`config.mk`:
```
export PLATFORM = sky130hd
export DESIGN_NAME = alu_pipe
export DESIGN_NICKNAME = d
export VERILOG_FILES = /design/src/rtl/alu_pkg.sv /design/src/rtl/alu_core.sv /design/src/rtl/alu_pipe.sv
export SDC_FILE = /design/constraint.sdc
export NUM_CORES = 1
export LEC_CHECK = 0
export ABC_AREA = 1
export CAP_MARGIN = 20
export CELL_PAD_IN_SITES_DETAIL_PLACEMENT = 0
export CELL_PAD_IN_SITES_GLOBAL_PLACEMENT = 1
export CORE_ASPECT_RATIO = 0.5
export CORE_MARGIN = 3
export CORE_UTILIZATION = 36
export DETAILED_ROUTE_END_ITERATION = 16
export GPL_TIMING_DRIVEN = 0
export PLACE_DENSITY = 0.76
export SYNTH_ARGS = -nofsm -noshare
export SYNTH_HDL_FRONTEND = slang
export SYNTH_SLANG_ARGS = --single-unit
```
`constraint.sdc`:
```
create_clock -name clk -period 2.4 [get_ports clk]
set_input_delay 0.24 -clock clk [delete_from_list [all_inputs] [get_ports clk]]
set_output_delay 0.24 -clock clk [all_outputs]
set_load 0.02 [all_outputs]
```
`src/rtl/alu_pkg.sv`:
```
// Shared types and constants for the pipelined ALU.
package alu_pkg;

  localparam int unsigned OP_W = 3;

  typedef enum logic [OP_W-1:0] {
    OpAdd = 3'b000,
    OpSub = 3'b001,
    OpAnd = 3'b010,
    OpOr  = 3'b011,
    OpXor = 3'b100,
    OpShl = 3'b101,
    OpShr = 3'b110,
    OpSra = 3'b111
  } op_t;

  // Bit positions inside the 4-bit status word {neg, ovf, carry, zero}.
  localparam int unsigned FLAG_ZERO  = 0;
  localparam int unsigned FLAG_CARRY = 1;
  localparam int unsigned FLAG_OVF   = 2;
  localparam int unsigned FLAG_NEG   = 3;

endpackage

```
`src/rtl/alu_core.sv`:
```
// Combinational ALU datapath: result and status flags for one operand pair.
module alu_core
  import alu_pkg::*;
#(
  parameter int unsigned WIDTH = 8
) (
  input  logic [WIDTH-1:0] a,
  input  logic [WIDTH-1:0] b,
  input  op_t              op,
  output logic [WIDTH-1:0] r,
  output logic [3:0]       flags
);

  localparam int unsigned SHAMT_W = $clog2(WIDTH);

  logic [WIDTH:0]     sum;
  logic [SHAMT_W-1:0] shamt;
  logic               carry;
  logic               ovf;

  // Decode the opcode; carry/ovf only meaningful for ADD/SUB, zero elsewhere.
  always_comb begin
    sum   = '0;
    carry = 1'b0;
    ovf   = 1'b0;
    r     = '0;
    shamt = b[SHAMT_W-1:0];
    unique case (op)
      OpAdd: begin
        sum   = {1'b0, a} + {1'b0, b};
        r     = sum[WIDTH-1:0];
        carry = sum[WIDTH];
        ovf   = (a[WIDTH-1] == b[WIDTH-1]) && (r[WIDTH-1] != a[WIDTH-1]);
      end
      OpSub: begin
        // Two's-complement subtract; carry=1 means no borrow.
        sum   = {1'b0, a} + {1'b0, ~b} + {{WIDTH{1'b0}}, 1'b1};
        r     = sum[WIDTH-1:0];
        carry = sum[WIDTH];
        ovf   = (a[WIDTH-1] != b[WIDTH-1]) && (r[WIDTH-1] != a[WIDTH-1]);
      end
      OpAnd:   r = a & b;
      OpOr:    r = a | b;
      OpXor:   r = a ^ b;
      OpShl:   r = a << shamt;
      OpShr:   r = a >> shamt;
      OpSra:   r = $signed(a) >>> shamt;
      default: r = '0;
    endcase
  end

  // Pack the status word.
  always_comb begin
    flags             = '0;
    flags[FLAG_ZERO]  = (r == '0);
    flags[FLAG_CARRY] = carry;
    flags[FLAG_OVF]   = ovf;
    flags[FLAG_NEG]   = r[WIDTH-1];
  end

endmodule

```
`src/rtl/alu_pipe.sv`:
```
// Two-stage valid/ready ALU pipeline with an accumulator that chains results.
// S1 holds the operands, S2 holds result and flags; latency 2, one beat per cycle.
module alu_pipe
  import alu_pkg::*;
#(
  parameter int unsigned WIDTH = 8
) (
  input  logic             clk,
  input  logic             rst,
  input  logic             in_valid,
  output logic             in_ready,
  input  logic [WIDTH-1:0] in_a,
  input  logic [WIDTH-1:0] in_b,
  input  logic [OP_W-1:0]  in_op,
  input  logic             in_acc,
  output logic             out_valid,
  input  logic             out_ready,
  output logic [WIDTH-1:0] out_result,
  output logic [3:0]       out_flags
);

  logic             s1_valid_q;
  logic [WIDTH-1:0] s1_a_q;
  logic [WIDTH-1:0] s1_b_q;
  op_t              s1_op_q;
  logic             s1_acc_q;

  logic             s2_valid_q;
  logic [WIDTH-1:0] s2_result_q;
  logic [3:0]       s2_flags_q;

  logic [WIDTH-1:0] acc_q;

  logic             adv1;
  logic             adv2;
  logic [WIDTH-1:0] core_a;
  logic [WIDTH-1:0] core_r;
  logic [3:0]       core_flags;

  // Handshake: a stage moves when the one downstream of it can take the beat.
  always_comb begin
    adv2     = !s2_valid_q || out_ready;
    adv1     = s1_valid_q && adv2;
    in_ready = !s1_valid_q || adv2;
    // acc always holds the previous beat's result by the time this beat computes.
    core_a   = s1_acc_q ? acc_q : s1_a_q;
  end

  alu_core #(
    .WIDTH (WIDTH)
  ) u_core (
    .a     (core_a),
    .b     (s1_b_q),
    .op    (s1_op_q),
    .r     (core_r),
    .flags (core_flags)
  );

  // Stage 1: capture operands whenever the stage can accept.
  always_ff @(posedge clk) begin
    if (rst) begin
      s1_valid_q <= 1'b0;
      s1_a_q     <= '0;
      s1_b_q     <= '0;
      s1_op_q    <= OpAdd;
      s1_acc_q   <= 1'b0;
    end else if (in_ready) begin
      s1_valid_q <= in_valid;
      if (in_valid) begin
        s1_a_q   <= in_a;
        s1_b_q   <= in_b;
        s1_op_q  <= op_t'(in_op);
        s1_acc_q <= in_acc;
      end
    end
  end

  // Stage 2: result register; holds while the sink stalls.
  always_ff @(posedge clk) begin
    if (rst) begin
      s2_valid_q  <= 1'b0;
      s2_result_q <= '0;
      s2_flags_q  <= '0;
    end else begin
      if (adv2) begin
        s2_valid_q <= s1_valid_q;
      end
      if (adv1) begin
        s2_result_q <= core_r;
        s2_flags_q  <= core_flags;
      end
    end
  end

  // Accumulator follows every beat leaving S1.
  always_ff @(posedge clk) begin
    if (rst) begin
      acc_q <= '0;
    end else if (adv1) begin
      acc_q <= core_r;
    end
  end

  // Output drive.
  always_comb begin
    out_valid  = s2_valid_q;
    out_result = s2_result_q;
    out_flags  = s2_flags_q;
  end

endmodule

```
==> results.cfg, run 1 <==
[setup_path]
path_delay_family = simple AND/OR/NAND/NOR gates
cp_data_arrival_time_ns = 2.76
regToRegEndpoint = acc_q[5]
crit_path_start_kind = register
crit_required_ns = 2.62
cp-end-kind = register
cp_num_buf_inv = 4
r2r_start = s1_acc_q
slowest_stage = dfxtp_4
reg2reg_setup_slack_ns = -0.14
startpoint = s1_acc_q
path_cells = buf_12, buf_16, o21ai_4, inv_2, ha_4, o21bai_4, nand3b_1, nand2_1, nand2_1, nor2_2, nor2_2, a21oi_2, buf_4, nor2_2, nor2_1
critPathMaxFanout = 5
critPathMaxStageDelay_ns = 0.38
cp_common_cell = nor2_2
worst-setup-path-type = register to register
worst_r2r_path_depth = 15

[yosys]
synth_top_area_cell = dfxtp_1
synth_nets = 573
yosysWarningCount = 0
synth_top_family_by_area = simple AND/OR/NAND/NOR gates
syn_area_sq_um = 3161
synth.top_cell.area_share_pct = 20.90
yosysSeqAreaShare_pct = 20.90
synthArstFlopShare_pct = 0
avgSynthCellArea_sq_um = 6.137
synth-compound-area-share_pct = 15.76
synthMuxAreaShare_pct = 0
synth_edf_count = 0
yosys.area_share.adder_pct = 13.94
synthesis.instances = 515
yosys-top-cells-area = dfxtp_1, nand2_1, ha_1, nand3_1, inv_1
yosys.cell_count.top_type = nand2_1
synth_common_cells = nand2_1, inv_1, nand3_1, a21oi_1, o21ai_0
synth_cell_types = 38
synth_xor_area_share_pct = 1.108
synth-simple-area-share_pct = 37.73
synth-seq-cells = 33
synth_ff_type = dfxtp_1

[layout]
nNetsFinal = 627
syn_to_final_growth_pct = 36.26
antenna_cells = 0
final_layout_size_suffix_gt1_share_pct = 18.80
fin_cells = 681
n_fill_cell = 858

[place]
pre_cts_slack_ns = -0.4098
dpl.hpwl_um = 8709
place_congestion = 0.9501
portBuffers = 37
post-place-cells = 664

[routing]
dr_wl_met3_um = 672
drtIter0Drc = 239
firstDrtPassIters = 5
vias = 3586
wl_met1_um = 6143
wirelength_um = 11370
met2WireLength_um = 4417
via_per_inst = 5.266
top_layer = met4
routedWlPerCell_um = 16.69
ant_nets = 0
route.detailed.drc = 0

[job]
cap_viol_max_count = 0

[timing]
fmax_mhz = 394.0
maxSlewViolCount = 0
fin_crit_ns = 2.538
layout_setup_ws_ns = -0.1381
grt_setup_unrepaired = yes
finalHoldViolCount = 0
setup_violations = 3
skew_ns = 0.004119
worst_pin_slew_ns = 0.5904
relSlewSlack_pct = 60.38
period_share_pct = 105.8

[grt]
track_usage_pct = 23.41
overflow = 0
grt_max_degree = 14
grt_pass1_vias = 3516
antenna_found_initial = 0
grt_pass1_wl_um = 18460

[pwr]
total_power_mw = 2.398
ir_worst_vdd_mv = 0.3062
powerDensity_nw_per_um2 = 556.9
p_leak_nw = 1.966

[status]
status = finished, violations left
violations = negative setup slack

[floorplan]
fp.dieH_um = 72.26
row_count = 23
die_x_um = 138.5
core-area_sq_um = 8259
die-area_sq_um = 10010
ios = 38
initial_utilization_pct = 38.27

[clock_network]
holdBufCountCts = 0
tritoncts = built
cts-root-buf = clkbuf_16
clk_pin_slew_ns = 0.05
numCtsBuffers = 5
clock_sinks = 33
cts.htree.levels = 2
clk_latency_ns = 0.28
clockBufferDepth = 2

[min_path]
whs_path_depth = 2
min_to = s1_a_q[3]
worstHoldStart = s1_a_q[3]
hp-class = register to register
worst reg2reg max path, stage by stage, from the launching register on:
cell and delay [ns]:
dfxtp_4 0.38, buf_12 0.13, buf_16 0.12, o21ai_4 0.24, inv_2 0.11, ha_4 0.33, o21bai_4 0.09, nand3b_1 0.19
nand2_1 0.08, nand2_1 0.06, nor2_2 0.15, nor2_2 0.05, a21oi_2 0.23, buf_4 0.16, nor2_2 0.03, nor2_1 0.11
sequential cells by signal, indices dropped and copies added (netlist names):
name / cells
acc_q: 7
out_valid: 1
s1_op_q: 3
s1_a_q: 8
s1_acc_q: 1
s1_b_q: 8
out_flags: 4
s1_valid_q: 1
repair_timing:
action                                  CTS  global route
setup buffers                            10             1
cloned                                    1             0
endpoints found under the setup margin    9             7
pin swaps                                29            31
resized for setup                        64            26
endpoints found under the hold margin     0             0
stage by stage:
stage / hold WS (ns) / utilization [%] / TNS [ns] / area (sq um)
finish: 0.4605 / 52.14 / -0.2614 / 4307
global route: 0.4958 / 52.14 / -0.7468 / 4307
CTS: 0.4660 / 50.72 / -0.03724 / 4189
detailed placement: 0.4572 / 44.45 / -1.309 / 3671
global placement: 0.4488 / 44.45 / -1.430 / 3671
floorplan: 0.3024 / - / 0 / 3161
kinds of logic (layout without fill, tap and decap cells):
| group | after synthesis | count (layout) |
|---|---|---|
| simple gates | 268 | 268 |
| compound gates | 91 | 91 |
| buf+inv | 85 | 139 |
| fa+ha+maj | 34 | 34 |
| flops | 33 | 33 |
| xor+xnor | 4 | 4 |
layout make-up:
type	count	area (sq um)	area share [%]
Sequential cell	33	669.4	15.54
Clock buffer	5	125.1	2.905
Buffer	14	83.83	1.947
Tap cell	112	140.1	3.254
Inverter	69	267.8	6.217
Multi-Input combinational cell	397	2489	57.79
Timing Repair Buffer	49	496.7	11.53
Clock inverter	2	35.03	0.8135
per-layer routing:
metal | GRT usage (%) | vias up
li1 | - | 1800
met1 | 35.41 | 1674
met2 | 34.29 | 98
met3 | 4.937 | 14
met4 | 4.491 | 0
met5 | 0 | -
power breakdown:
group	switching [mW]	total (mW)	leakage (nW)	internal [mW]
Sequential	0.0353	0.624	0.275	0.589
Combinational	0.637	1.04	1.61	0.407
Clock	0.249	0.731	0.0797	0.482
how the worst max path moves through the flow:
stage / end / slack, ns / depth (start not counted)
floorplan: out_flags[0] / 0.03 / 18
global placement: out_flags[0] / -0.41 / 18
detailed placement: out_flags[0] / -0.41 / 18
CTS: out_flags[0] / -0.03 / 14
global route: acc_q[5] / -0.21 / 15
finish: acc_q[5] / -0.14 / 15
placed cells by master (no fill, tap or decap), types with 6 or more instances in the layout:
master | synthesis | routed
nand2_4 | 0 | 8
nor2_1 | 33 | 25
a21oi_2 | 2 | 6
nand4_1 | 13 | 13
dfxtp_1 | 33 | 30
a21oi_1 | 38 | 33
clkdlybuf4s50_1 | 0 | 37
nand2_1 | 138 | 125
o21ai_0 | 35 | 34
inv_2 | 3 | 9
nand2_2 | 8 | 12
nand3_1 | 60 | 54
buf_4 | 1 | 10
inv_1 | 65 | 57
ha_4 | 0 | 9
nor2_2 | 1 | 7
ha_1 | 32 | 21
clkbuf_1 | 11 | 9
nand3_2 | 5 | 11
Note: power is estimated with default switching activity, not from simulation.
==> inputs of run 2 (changes only) <==
Settings changed: PLACE_DENSITY 0.76 to unset, PLACE_DENSITY_LB_ADDON set to 0.1.
==> run 2 against run 1 <==
Via count increased by 1.6%. The flow still finishes with violations (negative setup slack). Clock skew grew 0.0013 ns. Total power increased by 0.22%. Critical path depth is the same. Non-clock buffer count up 10.
==> results.cfg, run 2 (same netlist as run 1, synthesis figures left out) <==
[floorplan]
row_count = 23
core-area_sq_um = 8259
fp.dieH_um = 72.26
die-area_sq_um = 10010
die_x_um = 138.5
initial_utilization_pct = 38.27
ios = 38

[min_path]
whs_path_depth = 2
hp-class = register to register

[layout]
mostFrequentLayoutCells = nand2_1, inv_1, nand3_1
layout_commonest_cell = nand2_1
antenna_cells = 0
finalInstanceArea_sq_um = 4452
syn_to_final_growth_pct = 40.86
nNetsFinal = 637
final_layout_size_suffix_gt1_share_pct = 22.45
reg.largest.list = s1_a_q: 8 flops, s1_b_q: 8 flops, acc_q: 7 flops

[place]
place_congestion = 0.9744
dpl.hpwl_um = 8939
portBuffers = 37
place_area_sq_um = 3671

[grt]
grt_max_degree = 14
grt_pass1_wl_um = 18860
grt_pass1_vias = 3471
overflow = 0
antenna_found_initial = 0
track_usage_pct = 24.13

[pwr]
total_power_mw = 2.404
p_leak_nw = 2.009
ir_worst_vdd_mv = 0.2480
powerDensity_nw_per_um2 = 539.9

[timing]
skew_ns = 0.005463
finalHoldViolCount = 0
fmax_mhz = 397.6
worst_pin_slew_ns = 0.6106
grt_setup_unrepaired = yes
relSlewSlack_pct = 59.02
maxSlewViolCount = 0
fin_crit_ns = 2.515
layout_setup_ws_ns = -0.1153
period_share_pct = 104.8
setup_violations = 2

[clock_network]
cts-root-buf = clkbuf_16
clk_latency_ns = 0.28
tritoncts = built
cts.htree.levels = 2
numCtsBuffers = 5
clk_pin_slew_ns = 0.06
clock_sinks = 33
clockBufferDepth = 2

[routing]
routedWlPerCell_um = 17.19
vias = 3643
ant_nets = 0
firstDrtPassIters = 5
route.detailed.drc = 0
via_per_inst = 5.272
wirelength_um = 11880
drtIter0Drc = 380

[setup_path]
cp_common_cell = nand2_4
path_cells = buf_8, nand2_4, nand2_4, ha_4, inv_4, fa_2, buf_6, nand3_4, and3_4, nor3_1, nor2_1, nand4_1, buf_4, nor2_4, a211oi_2
crit_required_ns = 2.56
worst-setup-path-type = register to register
critPathMaxStageDelay_ns = 0.39
cp-end-kind = register
crit_path_start_kind = register
slowest_stage = dfxtp_4
critPathMaxFanout = 5
cp_data_arrival_time_ns = 2.67
worst_r2r_path_depth = 15

[job]
cap_viol_max_count = 0

[status]
violations = negative setup slack
status = finished, violations left
run 2: cell types whose count changed in the layout (fill, tap and decap cells not counted), moves of 2 or more:
cell and change:
buf_4 +11, nor2_4 +2, o21ai_1 +3, nor2_1 -2, clkinvlp_4 +2, nand2_2 +7, o21ai_0 -3, nand2_1 -7
run 2: metal layers:
layer	GRT usage (%)	wire, um	vias up
li1	-	-	1814
met1	36.62	6203	1722
met2	35.26	4748	101
met3	5.201	856	6
met4	4.272	71	0
met5	0	0	-
run 2: path summary, 6_finish.rpt:
| check | start | end | slack (ns) |
|---|---|---|---|
| hold / removal | s1_a_q[6] | s1_a_q[6] | 0.46 |
| hold reg to reg | s1_a_q[6] | s1_a_q[6] | 0.46 |
| setup / recovery | s1_acc_q | acc_q[4] | -0.12 |
| setup reg to reg | s1_acc_q | acc_q[4] | -0.12 |
run 2: area by class of cell:
type	count	area (sq um)
fill	848	3807
multi-input combinational	397	2565
sequential	33	669.4
timing repair buffer	59	568.0
inverter	69	274.0
tap	112	140.1
clock buffer	6	138.9
buffer	14	88.84
clock inverter	1	7.507
run 2: where the power goes:
part	internal (mW)	switching (mW)
Clock	0.407	0.257
Combinational	0.444	0.671
Sequential	0.589	0.0357
run 2: through the flow:
step                      hold WS (ns)  worst slack [ns]  std cells  setup TNS (ns)  util, %
after floorplan                 0.3024           0.03106        515               0        -
after global placement          0.4498           -0.4597        664          -1.785    44.45
after detailed placement        0.4550           -0.4556        664          -1.648    44.45
after CTS                       0.4640        -0.0005240        686      -0.0005240    51.69
after global routing            0.4948           -0.1896        691         -0.7533    53.90
final                           0.4650           -0.1153        691         -0.2093    53.90
run 2: timing repair:
action / 4_1_cts / 5_1_grt
gates cloned: 1 / 0
setup buffers: 16 / 5
endpoints found under the hold margin: 0 / 0
hold buffers: 0 / 0
resized for setup: 76 / 38
pin swaps: 28 / 23
setup endpoints to repair: 9 / 8
run 2: critical path: cells and delay by family (launching register included):
| family | cells | cell delay (ns) |
|---|---|---|
| AND/OR/NAND/NOR | 8 | 0.90 |
| AO/OA/AOI/OAI | 1 | 0.05 |
| flip-flops | 1 | 0.39 |
| adder cells (fa/ha/maj) | 2 | 0.51 |
| buffers and inverters | 4 | 0.53 |
